<file path="src/rtl/led_pattern_pkg.sv">
// rtl/led_pattern_pkg.sv - shared mode encoding and helpers for the LED pattern generator
package led_pattern_pkg;

  // Mode select values as presented on the 3-bit switch bank
  typedef enum logic [2:0] {
    OFF    = 3'd0,
    ON     = 3'd1,
    RUN_L  = 3'd2,
    RUN_R  = 3'd3,
    BOUNCE = 3'd4,
    COUNT  = 3'd5,
    BLINK  = 3'd6,
    BAR    = 3'd7
  } mode_t;

  localparam int unsigned MAX_LED_W = 32;
  localparam int unsigned MAX_DIV   = 65535;

  // Prescaler counter width; a DIV of 1 still keeps a one-bit counter
  function automatic int cnt_width(input int div);
    return (div > 1) ? $clog2(div) : 1;
  endfunction

  // Pattern loaded on mode entry, built at full width; the caller truncates to its LED count
  function automatic logic [MAX_LED_W-1:0] init_pattern(input mode_t m, input int unsigned w);
    logic [MAX_LED_W-1:0] ones;
    logic [MAX_LED_W-1:0] pat;
    ones = (w >= MAX_LED_W) ? {MAX_LED_W{1'b1}} : ((32'd1 << w) - 32'd1);
    case (m)
      ON, BLINK:     pat = ones;
      RUN_L, BOUNCE: pat = 32'd1;
      RUN_R:         pat = 32'd1 << (w - 32'd1);
      default:       pat = '0;
    endcase
    return pat;
  endfunction

endpackage

</file>
<file path="src/rtl/led_pattern_gen_tick_div.sv">
// rtl/led_pattern_gen_tick_div.sv - step-rate prescaler producing one tick every DIV enabled cycles
module tick_div
  import led_pattern_pkg::*;
#(
  parameter int DIV = 1
) (
  input  logic clk,
  input  logic rst,
  input  logic en,
  input  logic clr,
  output logic tick
);

  localparam int CNT_W = cnt_width(DIV);
  localparam logic [CNT_W-1:0] LAST = CNT_W'(DIV - 1);

  logic [CNT_W-1:0] pre_cnt;

  // Tick is combinational so the step lands on the same edge the counter wraps
  assign tick = en && (pre_cnt == LAST);

  // Clear beats enable; with enable low the count (and so the step phase) is held
  always_ff @(posedge clk) begin
    if (rst || clr) begin
      pre_cnt <= '0;
    end else if (en) begin
      pre_cnt <= tick ? '0 : pre_cnt + CNT_W'(1);
    end
  end

endmodule

</file>
<file path="src/rtl/led_pattern_gen.sv">
// rtl/led_pattern_gen.sv - switch-selected animated LED pattern generator with prescaled step rate
module led_pattern_gen
  import led_pattern_pkg::*;
#(
  parameter int LED_W = 8,
  parameter int DIV   = 1
) (
  input  logic             clk,
  input  logic             rst,
  input  logic             enable,
  input  logic [2:0]       switch,
  output logic [LED_W-1:0] led
);

  if (LED_W < 2 || LED_W > MAX_LED_W) begin : g_bad_led_w
    $error("led_pattern_gen: LED_W out of range 2..32");
  end
  if (DIV < 1 || DIV > MAX_DIV) begin : g_bad_div
    $error("led_pattern_gen: DIV out of range 1..65535");
  end

  mode_t            mode_q;
  logic             dir;
  logic             mode_chg;
  logic             tick;
  logic [LED_W-1:0] init_led;
  logic [LED_W-1:0] next_led;
  logic             next_dir;

  // Any difference between the switches and the latched mode is a mode entry, even while paused
  assign mode_chg = (mode_t'(switch) != mode_q);
  assign init_led = LED_W'(init_pattern(mode_t'(switch), LED_W));

  tick_div #(
    .DIV (DIV)
  ) u_tick_div (
    .clk  (clk),
    .rst  (rst),
    .en   (enable),
    .clr  (mode_chg),
    .tick (tick)
  );

  // Next animation frame for the latched mode; dir only matters for the bounce
  always_comb begin
    next_led = led;
    next_dir = dir;
    case (mode_q)
      OFF:   next_led = '0;
      ON:    next_led = '1;
      RUN_L: next_led = {led[LED_W-2:0], led[LED_W-1]};
      RUN_R: next_led = {led[0], led[LED_W-1:1]};
      BOUNCE: begin
        if (!dir) begin
          if (led[LED_W-1]) begin
            next_led = led >> 1;
            next_dir = 1'b1;
          end else begin
            next_led = led << 1;
          end
        end else begin
          if (led[0]) begin
            next_led = led << 1;
            next_dir = 1'b0;
          end else begin
            next_led = led >> 1;
          end
        end
      end
      COUNT: next_led = led + LED_W'(1);
      BLINK: next_led = ~led;
      BAR:   next_led = (&led) ? '0 : {led[LED_W-2:0], 1'b1};
      default: next_led = '0;
    endcase
  end

  // Mode entry outranks stepping; the prescaler tick already folds in enable
  always_ff @(posedge clk) begin
    if (rst) begin
      mode_q <= OFF;
      dir    <= 1'b0;
      led    <= '0;
    end else if (mode_chg) begin
      mode_q <= mode_t'(switch);
      dir    <= 1'b0;
      led    <= init_led;
    end else if (tick) begin
      led    <= next_led;
      dir    <= next_dir;
    end
  end

endmodule

</file>
<file path="config.mk">
export PLATFORM = sky130hd
export DESIGN_NAME = led_pattern_gen
export DESIGN_NICKNAME = d
export VERILOG_FILES = /design/src/rtl/led_pattern_pkg.sv /design/src/rtl/led_pattern_gen_tick_div.sv /design/src/rtl/led_pattern_gen.sv
export SDC_FILE = /design/constraint.sdc
export NUM_CORES = 1
export LEC_CHECK = 0
export CELL_PAD_IN_SITES_DETAIL_PLACEMENT = 1
export CELL_PAD_IN_SITES_GLOBAL_PLACEMENT = 1
export CORE_MARGIN = 2
export CORE_UTILIZATION = 25
export CTS_BUF_LIST = sky130_fd_sc_hd__clkbuf_4
export CTS_CLUSTER_DIAMETER = 40
export CTS_CLUSTER_SIZE = 24
export DETAILED_ROUTE_END_ITERATION = 12
export GPL_TIMING_DRIVEN = 0
export MAX_ROUTING_LAYER = met4
export PLACE_DENSITY = 0.52
export SETUP_SLACK_MARGIN = 0.15
export SYNTH_ARGS = -nofsm -noshare
export SYNTH_HDL_FRONTEND = slang
export SYNTH_SLANG_ARGS = --single-unit
</file>
<file path="constraint.sdc">
create_clock -name clk -period 2.1 [get_ports clk]
set_input_delay 0.525 -clock clk [delete_from_list [all_inputs] [get_ports clk]]
set_output_delay 0.525 -clock clk [all_outputs]
set_load 0.01 [all_outputs]
</file>
# Yosys cells after proc, flatten, opt, wreduce, memory -nomap -nowiden
# Cells that the tools add are included.
[word_totals]
ff_bits = 13
inputBits = 6
output_inout_bits = 8
[op_classes]
addsub = 2
eq_ne = 13
mux = 12
bitwise = 2
reduce_logical = 9
[ops]
columns = ["operator", "count"]
rows = [
  ["8-bit one-hot mux with 8 select lines", 1],
  ["8-bit 2-to-1 mux", 6],
  ["8-bit one-hot mux with 3 select lines", 1],
  ["3-bit equality test, second input constant", 6],
  ["3-bit by 2-bit equality test with 1-bit output, second input constant", 4],
  ["8-bit by 1-bit adder with 8-bit output, second input constant", 1],
  ["8-bit NOT", 1],
  ["8-bit AND reduction", 1],
  ["3-bit by 1-bit equality test with 1-bit output, second input constant", 2],
  ["2-bit OR reduction", 3],
  ["1-bit 2-to-1 mux", 4],
  ["3-bit zero test", 1],
  ["3-bit inequality test", 1],
  ["2-bit AND reduction", 1],
  ["2-bit nonzero test", 1],
  ["1-bit adder, second input constant", 1],
  ["1-bit logical AND", 1],
  ["1-bit logical OR", 1],
  ["1-bit NOT", 1],
]

# Logic depth before layout (Yosys ltp)
# Gate-level depths: netlist of the first run.
[logic_depth]
depth_word = 5
ltp_mapped = 7
mapped_depth_nobuf = 6

# Cells and area by module
# Synthesis of the first run repeated with hierarchy kept, for this count alone.
[unflattened]
hier_cells = 182
area_unflattened_um2 = 1362.6
[by_module_without_submodules]
columns = ["mod", "instances", "cells_each", "area_each_um2", "seq_area_each_um2"]
rows = [
  ["led_pattern_gen", 1, 179, 1321.3, 240.2],
  ["tick_div", 1, 3, 41.3, 20.0],
]

# Worst setup path after synthesis of the first run
# No wires, ideal clock.
[synth_timing]
kind = "reg2reg"
startpoint = "reg led[1]"
endpoint = "reg led[2]"
setup_time_ns = 0.115
arrival_ns = 1.704
setup_slack_ns = 0.282
path_stages_with_launch = 6
period_less_slack_ns = 1.818
path_cell_list = "dfxtp_1 -> ha_1 -> a41oi_4 -> o21bai_4 -> a2111o_1 -> o21a_1"
[synth_via]
elab_chain_cells = 5
[synth_rtl]
columns = ["item", "line_no", "source"]
rows = [
  ["start: declaration", "led_pattern_gen.sv:12", "output logic [LED_W-1:0] led"],
  ["start signal: assignment", "led_pattern_gen.sv:86", "led <= init_led;"],
  ["start signal: assignment", "led_pattern_gen.sv:88", "led <= next_led;"],
  ["parallel branches: the longest is 2 deep, another holds 8-bit by 1-bit adder with 8-bit output", "n/a", ""],
  ["8-bit one-hot mux with 8 select lines *", "led_pattern_gen.sv:48", "case (mode_q)"],
  ["8-bit 2-to-1 mux *", "led_pattern_gen.sv:87", "end else if (tick) begin"],
  ["8-bit 2-to-1 mux *", "led_pattern_gen.sv:83", "end else if (mode_chg) begin"],
]
# Every way passes the cells marked *. The select of a mux whose other input is x is not followed.
# A chain may end at the register's enable or synchronous reset.

# Worst setup path after layout of the first run
# Same ends and word-level chain as after synthesis.

==> results.json, run 1 <==
{
  "fp.dieArea_um2": 6020,
  "ctsHoldBuffers": 0,
  "routed_wl_um": 4880,
  "ioPinCount": 14,
  "period_minus_slack_ns": 1.88,
  "clkTransAtPathRegs_ns": 0.09,
  "crit_chain": "ha_2 > a41oi_4 > o21bai_4 > a2111o_1 > o21a_1",
  "post-place-cells": 254,
  "final_cells": 262,
  "drive_gt1_frac": 0.229,
  "cts.sinks": 13,
  "tightest_slew_ns": 0.602,
  "area_growth_pct": 25.7,
  "critPathMaxFanout": 10,
  "synth.avg_cell_area_um2": 7.88,
  "crit_cells": 5,
  "setup_viol": 0,
  "maxCapViolations": 0,
  "synth-seq-cells": 13,
  "synth.area.top_cells": "dfxtp_1 (19%), nor2b_1 (6.5%), nand2b_1 (4.6%)",
  "grt.overflow.total": 0,
  "cts_root_buffer": "clkbuf_4",
  "n_antenna_cell": 0,
  "clock_skew_ns": 0.00304,
  "synth_warnings": 0,
  "hold_viol": 0,
  "min_path_cells": 1,
  "synth_cell_type_count": 53,
  "hold_end": "u_tick_div.pre_cnt$_SDFFE_PP0P_",
  "r2r-start": "led[1]$_SDFFE_PP0P_",
  "synth-adder-area-share": 0.0185,
  "power.density_nw_per_um2": 453,
  "ys_seq_area_frac": 0.192,
  "min_from": "u_tick_div.pre_cnt$_SDFFE_PP0P_",
  "fillCellCount": 637,
  "synth.most_common_cell": "nor2b_1",
  "dp_slack_ns": -0.449,
  "yosys.area.top_type": "dfxtp_1",
  "grt_max_degree": 11,
  "synth_compound_area_frac": 0.371,
  "synthMuxAreaShare": 0.0148,
  "final_antenna_net_count": 0,
  "worstHoldPathType": "register to register",
  "vias": 1453,
  "synthTopCellsByCount": "nor2b_1 (14), dfxtp_1 (13), a21oi_1 (12), nand2b_1 (10)",
  "die_h_um": 77.6,
  "firstDrtPassIters": 4,
  "rrSetupSlack_ns": 0.22,
  "slowest_stage": "dfxtp_2",
  "coreArea_um2": 5170,
  "async_flop_share": 0,
  "syn-num-nets": 180,
  "rsz0062_at_grt": "yes",
  "io_buffer_count": 12,
  "synth-simple-area-share": 0.253,
  "ys.flop_type": "dfxtp_1",
  "nets": 201,
  "crit_family": "compound AO/OA/AOI/OAI gates",
  "gp_congestion": 0.841,
  "synthesis.area_um2": 1360,
  "vias_per_cell": 5.55,
  "synth-edff-count": 0,
  "ir_drop_v": 0.000229,
  "synthXorXnorAreaFrac": 0.0646,
  "drtIter0Drc": 107,
  "synthCells": 172,
  "clk_latency_ns": 0.29,
  "crit_buf_inv": 0,
  "synth_top_family_by_area": "compound AO/OA/AOI/OAI gates",
  "initial_core_util": 0.262,
  "reg2reg_to": "led[2]$_SDFFE_PP0P_",
  "wl_per_cell_um": 18.6,
  "fp.dieW_um": 77.6,
  "cts_buffers": 3,
  "fin_crit_sh": 0.896,
  "slew_headroom": 0.599,
  "ff2ff_path_depth": 5,
  "synth_top_area_frac": 0.192,
  "slowest_delay_ns": 0.47,
  "critPathLaunchType": "register",
  "cts_tree": "yes",
  "final_max_slew_viol_count": 0,
  "crit_arrival_ns": 2.07,
  "grt_pass1_wl_um": 7910,
  "grt_pass1_vias": 1449,
  "worst_ep_required_time_ns": 2.29,
  "cts.path.max_buffers": 2,
  "total_leakage_power_uw": 0.000587,
  "remaining_drc_errors": 0,
  "layout_setup_ws_ns": 0.218,
  "fmax_mhz": 531,
  "path_class": "register to register",
  "status": "completed",
  "htreeDepth": 1,
  "rows": 26,
  "dp_hpwl_um": 3640,
  "antenna_found_initial": 0,
  "worst_setup_path_end_kind": "register",
  "grtUsageTotal": 0.173
}
## layer usage
layer / up-vias / track usage / part of all wire
li1: 685 / - / -
met1: 728 / 0.235 / 0.46
met2: 34 / 0.277 / 0.49
met3: 6 / 0.0140 / 0.033
met4: 0 / 0.0429 / 0.013
met5: - / - / 0
## repair_timing
item	in CTS	in global routing
hold endpoints to repair	0	0
pin swaps	3	2
endpoints found under the setup margin	9	7
resized for setup	11	14
buffers inserted	1	3
## how the worst max path moves through the flow
stage | slack [ns] | from | endpoint
final | 0.22 | led[1]$_SDFFE_PP0P_ | led[2]$_SDFFE_PP0P_
after detailed placement | -0.45 | switch[2] | led[0]$_SDFFE_PP0P_
after CTS | 0.16 | mode_q[1]$_SDFFE_PP0P_ | led[7]$_SDFFE_PP0P_
after global routing | 0.09 | switch[0] | led[0]$_SDFFE_PP0P_
after global placement | -0.42 | switch[2] | led[0]$_SDFFE_PP0P_
after floorplan | 0.28 | led[1]$_SDFFE_PP0P_ | led[2]$_SDFFE_PP0P_
## cell type report
type                            instances  area, µm²  area share
Clock buffer                            4       30.0      0.0176
Buffer                                 17        108      0.0632
Inverter                                5       18.8      0.0110
Tap cell                               70       87.6      0.0514
Sequential cell                        13        264       0.155
Timing Repair Buffer                   16        148      0.0867
Multi-Input combinational cell        137       1050       0.615
## registers in the layout, indices dropped and copies added (netlist names)
signal	flops
dir	1
led	8
mode_q	3
u_tick_div.pre_cnt	1
## worst register-to-register path, stage by stage, from the launching register on
cell and delay [ns]:
dfxtp_2 0.47, ha_2 0.31, a41oi_4 0.20, o21bai_4 0.23, a2111o_1 0.40, o21a_1 0.17
## logic make-up (layout without fill, tap and decap cells)
family,count (synthesis),in the layout
buf+inv,22,42
fa+ha+maj,2,2
flops,13,13
mux,2,2
simple gates,58,58
xor+xnor,10,10
compound gates,65,65
## through the flow
stage | area, µm² | hold slack, ns | util | total power (µW) | setup TNS, ns
5_1_grt | 1700 | 0.529 | 0.329 | 830 | 0
3_3_place_gp | 1560 | 0.471 | 0.302 | 567 | -2.57
4_1_cts | 1650 | 0.496 | 0.318 | 768 | 0
2_1_floorplan | 1360 | 0.460 | - | 471 | 0
6_report | 1700 | 0.516 | 0.329 | 772 | 0
3_5_place_dp | 1560 | 0.471 | 0.302 | 570 | -2.77
## report_power, final
group / internal, µW / total, µW / switching [µW]
combinational: 131 / 309 / 178
sequential: 263 / 279 / 16.3
clock: 86.7 / 184 / 96.8
total: 481 / 772 / 291
## cells in the final DEF (no fill, tap or decap), types with 3 or more instances in the layout
cell | netlist | layout
a211oi_1 | 5 | 5
a21oi_1 | 12 | 11
a221oi_1 | 6 | 4
buf_2 | 6 | 5
buf_4 | 5 | 8
clkbuf_2 | 0 | 3
clkbuf_4 | 0 | 5
clkdlybuf4s50_1 | 0 | 10
dfxtp_1 | 13 | 10
dfxtp_2 | 0 | 3
inv_1 | 5 | 5
nand2_1 | 7 | 7
nand2b_1 | 10 | 10
nand3_1 | 5 | 5
nand4_1 | 3 | 3
nor2_1 | 6 | 6
nor2b_1 | 14 | 13
o21a_1 | 4 | 4
o21ai_0 | 5 | 5
o21ai_1 | 3 | 3
o22ai_1 | 4 | 4
xnor2_1 | 7 | 7
Note: power is estimated with default switching activity, not from simulation.
==> run 2, diff against run 1 <==
- SETUP_SLACK_MARGIN: 0.15 -> 0.4
==> run 2 against run 1 <==
  * Hold slack worse by 0.074 ns
  * Maximum frequency grew 14%
  * Setup slack improved by 0.23 ns
  * Routed wire length rose by 8.8%
  * Cell count up 6.9%
  * Clock-buffer cell count stayed put
  * Cell area increased by 23%
  * Die area unchanged
  * Clock power is essentially flat
  * Critical path depth grew 2
  * Non-clock buffer count grew 18
  * Utilization rose by 7.5 points
==> results.json, run 2 (same netlist as run 1, synthesis figures left out) <==
{
  "status": "completed",
  "drive_gt1_frac": 0.414,
  "fp.dieArea_um2": 6020,
  "grt_max_degree": 11,
  "layout_commonest_cell": "buf_4",
  "fin_crit_sh": 0.788,
  "reg2reg_to": "led[2]$_SDFFE_PP0P_",
  "worstHoldPathType": "input port to register",
  "regMostFlops": "led",
  "rows": 26,
  "slowest_stage": "a2111o_1",
  "ff2ff_path_depth": 7,
  "fp.dieW_um": 77.6,
  "cts.path.max_buffers": 2,
  "power.density_nw_per_um2": 413,
  "largest_reg_flops": 8,
  "crit_chain": "buf_6 > buf_4 > xnor2_2 > a21oi_1 > o21a_1 > a2111o_1 > o21a_1",
  "wl_per_cell_um": 19.0,
  "ir_drop_v": 0.000179,
  "slowest_delay_ns": 0.38,
  "final_antenna_net_count": 0,
  "nets": 219,
  "gp_congestion": 0.842,
  "rrSetupSlack_ns": 0.45,
  "clkTransAtPathRegs_ns": 0.09,
  "vias": 1511,
  "setup_viol": 0,
  "worst_setup_path_end_kind": "register",
  "layout_setup_ws_ns": 0.446,
  "slew_headroom": 0.590,
  "htreeDepth": 1,
  "n_antenna_cell": 0,
  "area_growth_pct": 54.5,
  "cts.sinks": 13,
  "final_util": 0.405,
  "antenna_found_initial": 0,
  "clock_skew_ns": 0.00710,
  "worst_ep_required_time_ns": 2.28,
  "r2r-start": "led[2]$_SDFFE_PP0P_",
  "critPathLaunchType": "register",
  "path_class": "register to register",
  "final_cells": 280,
  "final_area_um2": 2090,
  "critPathMaxFanout": 4,
  "layout_common_cells": "buf_4 (21), buf_6 (11), nor2b_1 (10), a21oi_1 (9), nand2b_1 (8)",
  "cts_tree": "yes",
  "firstDrtPassIters": 4,
  "tightest_slew_ns": 0.615,
  "routed_wl_um": 5310,
  "dp_slack_ns": -0.283,
  "grtUsageTotal": 0.186,
  "initial_core_util": 0.262,
  "coreArea_um2": 5170,
  "dp_hpwl_um": 3550,
  "final_max_slew_viol_count": 0,
  "ctsHoldBuffers": 0,
  "grt_pass1_wl_um": 8600,
  "fmax_mhz": 605,
  "rsz0062_at_grt": "yes",
  "top_regs": "led x8, mode_q x3",
  "cts_root_buffer": "clkbuf_4",
  "vias_per_cell": 5.40,
  "cp-startpoint": "led[2]$_SDFFE_PP0P_",
  "io_buffer_count": 12,
  "cts_buffers": 3,
  "remaining_drc_errors": 0,
  "crit_arrival_ns": 1.84,
  "holdWs_ns": 0.442,
  "die_h_um": 77.6,
  "grt_pass1_vias": 1554,
  "ioPinCount": 14,
  "post-place-cells": 254,
  "hold_viol": 0,
  "crit_top_cell": "o21a_1",
  "total_leakage_power_uw": 0.000837,
  "crit_path_end": "led[2]$_SDFFE_PP0P_",
  "period_minus_slack_ns": 1.65,
  "drtIter0Drc": 81,
  "maxCapViolations": 0,
  "grt.overflow.total": 0,
  "clk_latency_ns": 0.29,
  "placed_area_um2": 1640
}
-- run 2: changes by cell type in the layout (fill, tap and decap cells not counted), sizes merged --
cell	delta
buf	+22
dlygate4sd2	+1
clkbuf	-3
clkdlybuf4s15	+1
clkdlybuf4s50	-9
dlymetal6s2s	+6
-- run 2: worst min path at each step --
stage                                                from  depth (start not counted)                              end
after global routing                               enable                          2  u_tick_div.pre_cnt$_SDFFE_PP0P_
after floorplan           u_tick_div.pre_cnt$_SDFFE_PP0P_                          1  u_tick_div.pre_cnt$_SDFFE_PP0P_
after CTS                                       switch[0]                          2           mode_q[0]$_SDFFE_PP0P_
final                                              enable                          2  u_tick_div.pre_cnt$_SDFFE_PP0P_
after detailed placement  u_tick_div.pre_cnt$_SDFFE_PP0P_                          1  u_tick_div.pre_cnt$_SDFFE_PP0P_
after global placement    u_tick_div.pre_cnt$_SDFFE_PP0P_                          1  u_tick_div.pre_cnt$_SDFFE_PP0P_
-- run 2: power breakdown --
part | leakage (µW) | internal [µW] | switching, µW | total, µW
Sequential | 0.000112 | 264 | 15.1 | 279
Combinational | 0.000707 | 187 | 211 | 398
Clock | 0.0000184 | 86.8 | 101 | 187
-- run 2: what timing repair did --
item	4_1_cts	5_1_grt
endpoints found under the setup margin	13	13
pin swaps	6	7
gates resized for setup	36	38
gates cloned	1	0
setup buffers	18	3
-- run 2: per-layer routing --
layer  vias to the layer above  part of all wire  track usage
met4                         0             0.010       0.0429
met2                        29              0.51        0.303
met1                       755              0.46        0.248
li1                        723                 -            -
met3                         4             0.027       0.0174
met5                         -                 0            -
-- run 2: layout make-up --
| class | count | area (µm²) |
|---|---|---|
| inverters | 5 | 18.8 |
| flip-flops and latches | 13 | 280 |
| multi-input cells | 137 | 1200 |
| fillers | 603 | 3080 |
| plain buffers | 17 | 171 |
| well taps | 70 | 87.6 |
| repair buffers | 34 | 307 |
| clock buffers | 4 | 30.0 |
-- run 2: worst max-delay path, delay by kind of cell (launching register included) --
kind	cells	cell delay, ns
AO/OA/AOI/OAI	4	0.82
flip-flops	1	0.33
buffers and inverters	2	0.26
XOR/XNOR	1	0.14
-- run 2: through the flow --
| stage | TNS, ns | power (µW) |
|---|---|---|
| after floorplan | 0 | 490 |
| after global placement | -1.76 | 586 |
| after detailed placement | -1.83 | 589 |
| after CTS | 0 | 828 |
| after global routing | 0 | 916 |
| final | 0 | 864 |
